[src/rtl/time_display_pkg.sv]
// Shared constants for the multiplexed 7-segment time display.
//   DIGIT_W / SEG_W : nibble and segment-bus widths
//   NUM_DIGITS      : digits on the display (scan slots per frame)
//   SEG_*           : active-low {g,f,e,d,c,b,a} codes
//   IDX_*           : scan index of each digit (0 = rightmost)
package time_display_pkg;

    localparam int DIGIT_W    = 4;
    localparam int SEG_W      = 7;
    localparam int NUM_DIGITS = 4;

    localparam logic [SEG_W-1:0] SEG_0     = 7'h40;
    localparam logic [SEG_W-1:0] SEG_1     = 7'h79;
    localparam logic [SEG_W-1:0] SEG_2     = 7'h24;
    localparam logic [SEG_W-1:0] SEG_3     = 7'h30;
    localparam logic [SEG_W-1:0] SEG_4     = 7'h19;
    localparam logic [SEG_W-1:0] SEG_5     = 7'h12;
    localparam logic [SEG_W-1:0] SEG_6     = 7'h02;
    localparam logic [SEG_W-1:0] SEG_7     = 7'h78;
    localparam logic [SEG_W-1:0] SEG_8     = 7'h00;
    localparam logic [SEG_W-1:0] SEG_9     = 7'h10;
    localparam logic [SEG_W-1:0] SEG_DASH  = 7'h3F;
    localparam logic [SEG_W-1:0] SEG_BLANK = 7'h7F;

    localparam logic [1:0] IDX_MIN_ONES = 2'd0;
    localparam logic [1:0] IDX_MIN_TENS = 2'd1;
    localparam logic [1:0] IDX_HR_ONES  = 2'd2;
    localparam logic [1:0] IDX_HR_TENS  = 2'd3;

endpackage

[src/rtl/bcd_to_seven_seg.sv]
// Combinational BCD digit to active-low 7-segment decoder.
//   bcd : 4-bit digit; values above 9 show a dash
//   seg : active-low {g,f,e,d,c,b,a}
module bcd_to_seven_seg
    import time_display_pkg::*;
(
    input  logic [DIGIT_W-1:0] bcd,
    output logic [SEG_W-1:0]   seg
);

    always_comb begin
        seg = SEG_DASH;
        case (bcd)
            4'd0:    seg = SEG_0;
            4'd1:    seg = SEG_1;
            4'd2:    seg = SEG_2;
            4'd3:    seg = SEG_3;
            4'd4:    seg = SEG_4;
            4'd5:    seg = SEG_5;
            4'd6:    seg = SEG_6;
            4'd7:    seg = SEG_7;
            4'd8:    seg = SEG_8;
            4'd9:    seg = SEG_9;
            default: seg = SEG_DASH;
        endcase
    end

endmodule

[src/rtl/time_display_scan.sv]
// Drives a 4-digit multiplexed common-anode 7-segment display from BCD time.
// One digit per slot; the time is snapshotted at the start of each frame so a
// frame never mixes old and new values.
//   i_Clk_5MHz      : clock
//   i_Reset         : synchronous, active-high reset
//   i_Clk_1Hz_Pulse : each rising edge toggles the blink phase
//   i_Time          : BCD {hrs tens, hrs ones, min tens, min ones}
//   i_PM            : PM indicator (dot on rightmost digit)
//   i_Blink_Hours   : blink hour digits
//   i_Blink_Minutes : blink minute digits
//   o_Anodes        : active-low digit enables, bit0 = rightmost
//   o_Segments      : active-low {g,f,e,d,c,b,a}
//   o_DP            : active-low decimal point of the enabled digit
module time_display_scan
    import time_display_pkg::*;
#(
    parameter int CLKS_PER_DIGIT = 5000,
    parameter int BLANK_CLKS     = 250
) (
    input  logic                  i_Clk_5MHz,
    input  logic                  i_Reset,
    input  logic                  i_Clk_1Hz_Pulse,
    input  logic [15:0]           i_Time,
    input  logic                  i_PM,
    input  logic                  i_Blink_Hours,
    input  logic                  i_Blink_Minutes,
    output logic [NUM_DIGITS-1:0] o_Anodes,
    output logic [SEG_W-1:0]      o_Segments,
    output logic                  o_DP
);

    localparam int CNT_W = $clog2(CLKS_PER_DIGIT);
    localparam logic [CNT_W-1:0] CNT_LAST  = CNT_W'(CLKS_PER_DIGIT - 1);
    localparam logic [CNT_W-1:0] CNT_BLANK = CNT_W'(BLANK_CLKS);

    logic [CNT_W-1:0]                         cnt;
    logic [1:0]                               idx;
    logic [NUM_DIGITS-1:0][DIGIT_W-1:0]       snap;
    logic                                     phase;
    logic                                     pulse_d;

    logic [NUM_DIGITS-1:0][SEG_W-1:0]         dig_seg;
    logic [NUM_DIGITS-1:0]                    anodes_nxt;
    logic [SEG_W-1:0]                         seg_nxt;
    logic                                     dp_nxt;
    logic                                     blink_field;

    // One decoder per digit; the scan mux below picks the active one.
    for (genvar g = 0; g < NUM_DIGITS; g++) begin : g_dec
        bcd_to_seven_seg u_dec (
            .bcd (snap[g]),
            .seg (dig_seg[g])
        );
    end

    always_comb begin
        anodes_nxt  = '1;
        seg_nxt     = dig_seg[idx];
        dp_nxt      = 1'b1;
        // idx[1] separates hour digits (2,3) from minute digits (0,1).
        blink_field = idx[1] ? i_Blink_Hours : i_Blink_Minutes;

        if (idx == IDX_HR_TENS && snap[idx] == '0)
            seg_nxt = SEG_BLANK;
        if (blink_field && !phase)
            seg_nxt = SEG_BLANK;

        // Dots are deliberately left out of blinking.
        case (idx)
            IDX_MIN_ONES: dp_nxt = ~i_PM;
            IDX_HR_ONES:  dp_nxt = ~phase;
            default:      dp_nxt = 1'b1;
        endcase

        // Anti-ghosting: all anodes off for the first part of every slot.
        if (cnt < CNT_BLANK) begin
            seg_nxt = SEG_BLANK;
            dp_nxt  = 1'b1;
        end else begin
            anodes_nxt = ~(NUM_DIGITS'(1) << idx);
        end
    end

    always_ff @(posedge i_Clk_5MHz) begin
        if (i_Reset) begin
            cnt        <= '0;
            idx        <= '0;
            snap       <= '0;
            phase      <= 1'b1;
            pulse_d    <= 1'b0;
            o_Anodes   <= '1;
            o_Segments <= SEG_BLANK;
            o_DP       <= 1'b1;
        end else begin
            pulse_d <= i_Clk_1Hz_Pulse;
            if (i_Clk_1Hz_Pulse && !pulse_d)
                phase <= ~phase;

            if (cnt == '0 && idx == IDX_MIN_ONES)
                snap <= i_Time;

            if (cnt == CNT_LAST) begin
                cnt <= '0;
                idx <= idx + 2'd1;
            end else begin
                cnt <= cnt + 1'b1;
            end

            o_Anodes   <= anodes_nxt;
            o_Segments <= seg_nxt;
            o_DP       <= dp_nxt;
        end
    end

endmodule

[config.mk]
export PLATFORM = sky130hd
export DESIGN_NAME = time_display_scan
export DESIGN_NICKNAME = d
export VERILOG_FILES = /design/src/rtl/time_display_pkg.sv /design/src/rtl/bcd_to_seven_seg.sv /design/src/rtl/time_display_scan.sv
export SDC_FILE = /design/constraint.sdc
export NUM_CORES = 1
export LEC_CHECK = 0
export BUFFER_PORTS_ARGS = -buffer_cell sky130_fd_sc_hd__buf_2
export CAP_MARGIN = 20
export CELL_PAD_IN_SITES_DETAIL_PLACEMENT = 0
export CELL_PAD_IN_SITES_GLOBAL_PLACEMENT = 2
export CORE_ASPECT_RATIO = 1.4
export CORE_MARGIN = 3
export CORE_UTILIZATION = 34
export DETAILED_ROUTE_END_ITERATION = 6
export HOLD_SLACK_MARGIN = 0.02
export PLACE_DENSITY = 0.8
export SLEW_MARGIN = 20
export SYNTH_ARGS = -nofsm -noshare
export SYNTH_HDL_FRONTEND = slang
export SYNTH_SLANG_ARGS = --single-unit
[constraint.sdc]
create_clock -name i_Clk_5MHz -period 2.9 [get_ports i_Clk_5MHz]
set_input_delay 0.58 -clock i_Clk_5MHz [delete_from_list [all_inputs] [get_ports i_Clk_5MHz]]
set_output_delay 0.58 -clock i_Clk_5MHz [all_outputs]
set_load 0.02 [all_outputs]
==> impl_results.html <==
<table>
<tr><th>Metric</th><th>Value</th></tr>
<tr><th colspan="2">Yosys</th></tr>
<tr><td>Cell count after synthesis</td><td>366</td></tr>
<tr><td>Cell Area, Synth</td><td>0.00358 mm²</td></tr>
<tr><td>Avg Inst Size Synth</td><td>9.77 µm²</td></tr>
<tr><td>Synthesized Nets</td><td>414</td></tr>
<tr><td>Warnings, synthesis</td><td>0</td></tr>
<tr><td>Most instantiated flip-flop cell in the synthesis netlist</td><td>dfxtp_1</td></tr>
<tr><td>Post-synthesis sequential area ratio</td><td>40.9%</td></tr>
<tr><td>Number of enable-type register cells in the synthesized netlist</td><td>0</td></tr>
<tr><td>Flop and latch count out of synthesis</td><td>73</td></tr>
<tr><td>Distinct cells, synth</td><td>48</td></tr>
<tr><td>Fraction of synthesis flops using an asynchronous set or reset pin</td><td>0%</td></tr>
<tr><th colspan="2">Finish</th></tr>
<tr><td>Number of standard cells in the final layout excluding fillers</td><td>551</td></tr>
<tr><td>Layout-stage area growth over the synthesis result</td><td>18.8%</td></tr>
<tr><td>Area of all sequential standard cells</td><td>0.00146 mm²</td></tr>
<tr><td>Final-stage net count</td><td>460</td></tr>
<tr><td>Diode insertion count for antenna repair</td><td>0</td></tr>
<tr><td>Layout fillers</td><td>1020</td></tr>
<tr><td>Finished Cell Area</td><td>0.00425 mm²</td></tr>
<tr><td>Fraction of layout cells with a size suffix above 1</td><td>24.3%</td></tr>
<tr><td>Area of combinational cells with multiple inputs</td><td>0.00198 mm²</td></tr>
<tr><td>Final core utilization</td><td>42.2%</td></tr>
<tr><th colspan="2">Worst hold path</th></tr>
<tr><td>Hold path cells</td><td>1</td></tr>
<tr><td>Endpoint with the worst hold slack</td><td>cnt[0]</td></tr>
<tr><td>Hold Path Class</td><td>flip-flop to flip-flop</td></tr>
<tr><td>Min-delay src</td><td>cnt[0]</td></tr>
<tr><th colspan="2">Critical path</th></tr>
<tr><td>Biggest fanout along the worst timing path</td><td>33</td></tr>
<tr><td>Critical path data required time</td><td>3.12 ns</td></tr>
<tr><td>Crit path launch</td><td>cnt[0]</td></tr>
<tr><td>End of the worst register-to-register path</td><td>g_dec[0].u_dec.seg[4]</td></tr>
<tr><td>CP Class</td><td>flip-flop to flip-flop</td></tr>
<tr><td>Critical Path Source Type</td><td>flip-flop</td></tr>
<tr><td>Reg-to-reg startpoint</td><td>cnt[0]</td></tr>
<tr><td>Minimum setup slack among reg-to-reg paths</td><td>0.23 ns</td></tr>
<tr><td>Arr. time, crit path</td><td>2.89 ns</td></tr>
<tr><td>Number of cells traversed by the worst register-to-register path</td><td>12</td></tr>
<tr><td>Worst Setup End Kind</td><td>flip-flop</td></tr>
<tr><th colspan="2">STA</th></tr>
<tr><td>Total count of max-transition violations in the final report</td><td>0</td></tr>
<tr><td>Portion of the clock cycle consumed by the worst path in the final layout</td><td>92.2%</td></tr>
<tr><td>Transition time of the tightest slew-check pin</td><td>0.673 ns</td></tr>
<tr><td>Final min period</td><td>2.67 ns</td></tr>
<tr><td>Number of failing setup endpoints in the final timing report</td><td>0</td></tr>
<tr><td>Worst-case headroom to the max-slew limit</td><td>54.7%</td></tr>
<tr><td>Final Hold Fails</td><td>0</td></tr>
<tr><td>Final setup skew</td><td>0.00589 ns</td></tr>
<tr><td>Setup repair after global routing missed its margin</td><td>no</td></tr>
<tr><td>TNS Setup</td><td>0 ns</td></tr>
<tr><td>Highest attainable clock frequency</td><td>0.374 GHz</td></tr>
<tr><th colspan="2">Global routing</th></tr>
<tr><td>Overflow after GRT</td><td>0</td></tr>
<tr><td>Overall fraction of global-route tracks in use</td><td>14.2%</td></tr>
<tr><td>Initial antenna violation count</td><td>0</td></tr>
<tr><td>Largest net degree at the start of global routing</td><td>34</td></tr>
<tr><td>First-pass GRT wire length</td><td>12.8 mm</td></tr>
<tr><td>Vias in the first global route</td><td>2689</td></tr>
<tr><th colspan="2">Drt</th></tr>
<tr><td>Count of vias placed by the detailed router</td><td>2623</td></tr>
<tr><td>Per-cell routed wire length</td><td>13.7 µm</td></tr>
<tr><td>Average via count per standard cell</td><td>4.76</td></tr>
<tr><td>Antenna Violating Nets Remaining</td><td>0</td></tr>
<tr><td>First-iteration detailed-routing DRC count</td><td>64</td></tr>
<tr><td>DRC violation count after routing</td><td>0</td></tr>
<tr><td>Final WL</td><td>7.56 mm</td></tr>
<tr><td>Number of iterations in the first detailed-routing pass</td><td>4</td></tr>
<tr><th colspan="2">Pwr</th></tr>
<tr><td>Total Power</td><td>2630 µW</td></tr>
<tr><td>Internal portion of total power</td><td>1940 µW</td></tr>
<tr><td>Combinational power share</td><td>16.4%</td></tr>
<tr><td>Clock share of power</td><td>38.8%</td></tr>
<tr><td>Sequential fraction of design power</td><td>44.8%</td></tr>
<tr><td>Power per Cell Area</td><td>619 mW/mm²</td></tr>
<tr><td>Static leakage</td><td>0.00174 µW</td></tr>
<tr><td>Maximum vdd ir drop</td><td>0.318 mV</td></tr>
<tr><td>Switching power as a share of total power</td><td>26.3%</td></tr>
<tr><td>Net switching component of the power</td><td>693 µW</td></tr>
<tr><th colspan="2">Place</th></tr>
<tr><td>Count of input and output buffers</td><td>33</td></tr>
<tr><td>Final HPWL DP</td><td>6.00 mm</td></tr>
<tr><td>Dpl cells</td><td>536</td></tr>
<tr><td>Gpl congestion</td><td>0.788</td></tr>
<tr><td>Placed cell area</td><td>0.00397 mm²</td></tr>
<tr><th colspan="2">Clocking</th></tr>
<tr><td>Clock tree root buffer cell</td><td>clkbuf_16</td></tr>
<tr><td>Clock tree from TritonCTS</td><td>yes</td></tr>
<tr><td>Resize count post-CTS</td><td>0</td></tr>
<tr><td>Clk sink count</td><td>73</td></tr>
<tr><td>Maximum level of the CTS H-tree</td><td>3</td></tr>
<tr><td>Setup Buffers After CTS</td><td>0</td></tr>
<tr><td>CTS buffer count</td><td>9</td></tr>
<tr><td>Clock input transition at the sequential cells of the worst setup and hold paths</td><td>0.05 ns</td></tr>
<tr><td>Longest Clk Path Bufs</td><td>2</td></tr>
<tr><td>Worst skew pair latency</td><td>0.34 ns</td></tr>
<tr><td>Hold-fix buffers, CTS</td><td>0</td></tr>
<tr><th colspan="2">Floorplan</th></tr>
<tr><td>Initial cell density of the core</td><td>35.5%</td></tr>
<tr><td>Die Span Y</td><td>127 µm</td></tr>
<tr><td>Area of the core</td><td>0.0101 mm²</td></tr>
<tr><td>Die footprint</td><td>0.0118 mm²</td></tr>
<tr><td>IO Pins</td><td>34</td></tr>
<tr><td>Chip Width</td><td>92.7 µm</td></tr>
<tr><td>Row cnt</td><td>43</td></tr>
<tr><th colspan="2">Outcome</th></tr>
<tr><td>Run status</td><td>finished clean</td></tr>
<tr><th colspan="2">Job</th></tr>
<tr><td>Max-cap check violation count</td><td>0</td></tr>
</table>
-- cell families (layout without fill, tap and decap cells) --
family                     after synthesis  count (layout)  synth area share (%)
AOI/OAI and AO/OA                       54              54                  9.27
xor gates and xnor gates                12              12                  2.94
adders and majority gates               26              26                  9.10
buffers and inverters                   32              82                  4.16
DFF                                     73              73                  40.9
muxes                                   30              30                  11.3
and+or+nand+nor                        139             139                  22.3
-- flip-flops by register name, indices dropped and copies added, names as in the netlist --
name             flops
idx                  2
o_Anodes             4
cnt                 13
g_dec.u_dec.seg     28
o_Segments           7
phase                1
o_DP                 1
snap                16
pulse_d              1
-- cells in the mapped netlist, types with 7 or more instances --
library cell | instances | area, µm²
dfxtp_1 | 73 | 1460
nor2_1 | 39 | 146
nand2b_1 | 28 | 175
ha_1 | 26 | 325
a21oi_1 | 25 | 125
nand2_1 | 22 | 82.6
mux2i_1 | 18 | 180
inv_1 | 17 | 63.8
o21ai_0 | 9 | 45.0
mux4_2 | 8 | 180
or2_2 | 8 | 50.1
clkbuf_1 | 7 | 26.3
-- final cells by class --
cell class                 instances  share of cell area (%)
multi-input combinational        261                    46.6
sequential                        73                    34.4
timing repair buffer              46                    6.48
clock buffer                      11                    5.95
tap                              135                    3.98
inverter                          21                    1.97
clock inverter                     4                   0.677
-- per-layer routing --
metal  GRT usage [%]  wire length [µm]  part of all wire (%)
met3            2.83               222                   2.9
met1            15.2              2980                    39
met4            8.02               270                   3.6
met2            25.7              4080                    54
met5               0                 0                     0
-- cell usage in the layout (no fill, tap or decap), types with 3 or more instances in the layout --
master | netlist | final
nand2_1 | 22 | 22
buf_2 | 1 | 33
nand3_1 | 6 | 6
buf_4 | 1 | 12
xor2_1 | 6 | 6
inv_1 | 17 | 15
nand4_1 | 3 | 3
ha_1 | 26 | 25
o21ai_0 | 9 | 9
dfxtp_1 | 73 | 73
nor2_1 | 39 | 39
or2_2 | 8 | 8
xnor2_1 | 6 | 6
nor2b_1 | 6 | 6
a21oi_1 | 25 | 25
inv_2 | 4 | 4
nand2b_1 | 28 | 28
mux4_2 | 8 | 8
nor4_1 | 5 | 5
mux2_2 | 4 | 4
a31oi_1 | 5 | 5
or3b_2 | 4 | 4
mux2i_1 | 18 | 18
clkbuf_16 | 0 | 9
-- per-stage QoR --
step,hold WS [ns],worst slack [ns]
after detailed placement,0.451,0.213
after global placement,0.439,0.246
after floorplan,0.426,-0.0328
after global routing,0.499,0.00785
final,0.458,0.226
after CTS,0.464,0.203
-- how the worst max path moves through the flow --
stage / end / cells past startpoint / slack, ns
6_report: g_dec[0].u_dec.seg[4] / 12 / 0.23
3_5_place_dp: g_dec[0].u_dec.seg[4] / 12 / 0.21
5_1_grt: g_dec[1].u_dec.seg[3] / 9 / 0.008
3_3_place_gp: g_dec[1].u_dec.seg[3] / 9 / 0.25
4_1_cts: g_dec[0].u_dec.seg[4] / 12 / 0.20
2_1_floorplan: g_dec[0].u_dec.seg[4] / 14 / -0.03
-- critical path: stages, from the launching register on --
cell,delay (ns)
dfxtp_1,0.33
inv_1,0.06
ha_1,0.12
or4bb_1,0.52
nor4_4,0.29
buf_12,0.25
mux2i_1,0.25
nor2_1,0.11
inv_1,0.13
ha_1,0.15
inv_1,0.04
a211o_1,0.22
o31a_1,0.10
-- power groups by stage --
stage / Sequential (µW) / Combinational, µW / Clock [µW]
2_1_floorplan: 1170 / 328 / 0
3_3_place_gp: 1200 / 434 / 0
3_5_place_dp: 1200 / 435 / 0
4_1_cts: 1180 / 437 / 1060
5_1_grt: 1190 / 486 / 1100
6_report: 1180 / 430 / 1020
(Power assumes the default switching activity.)
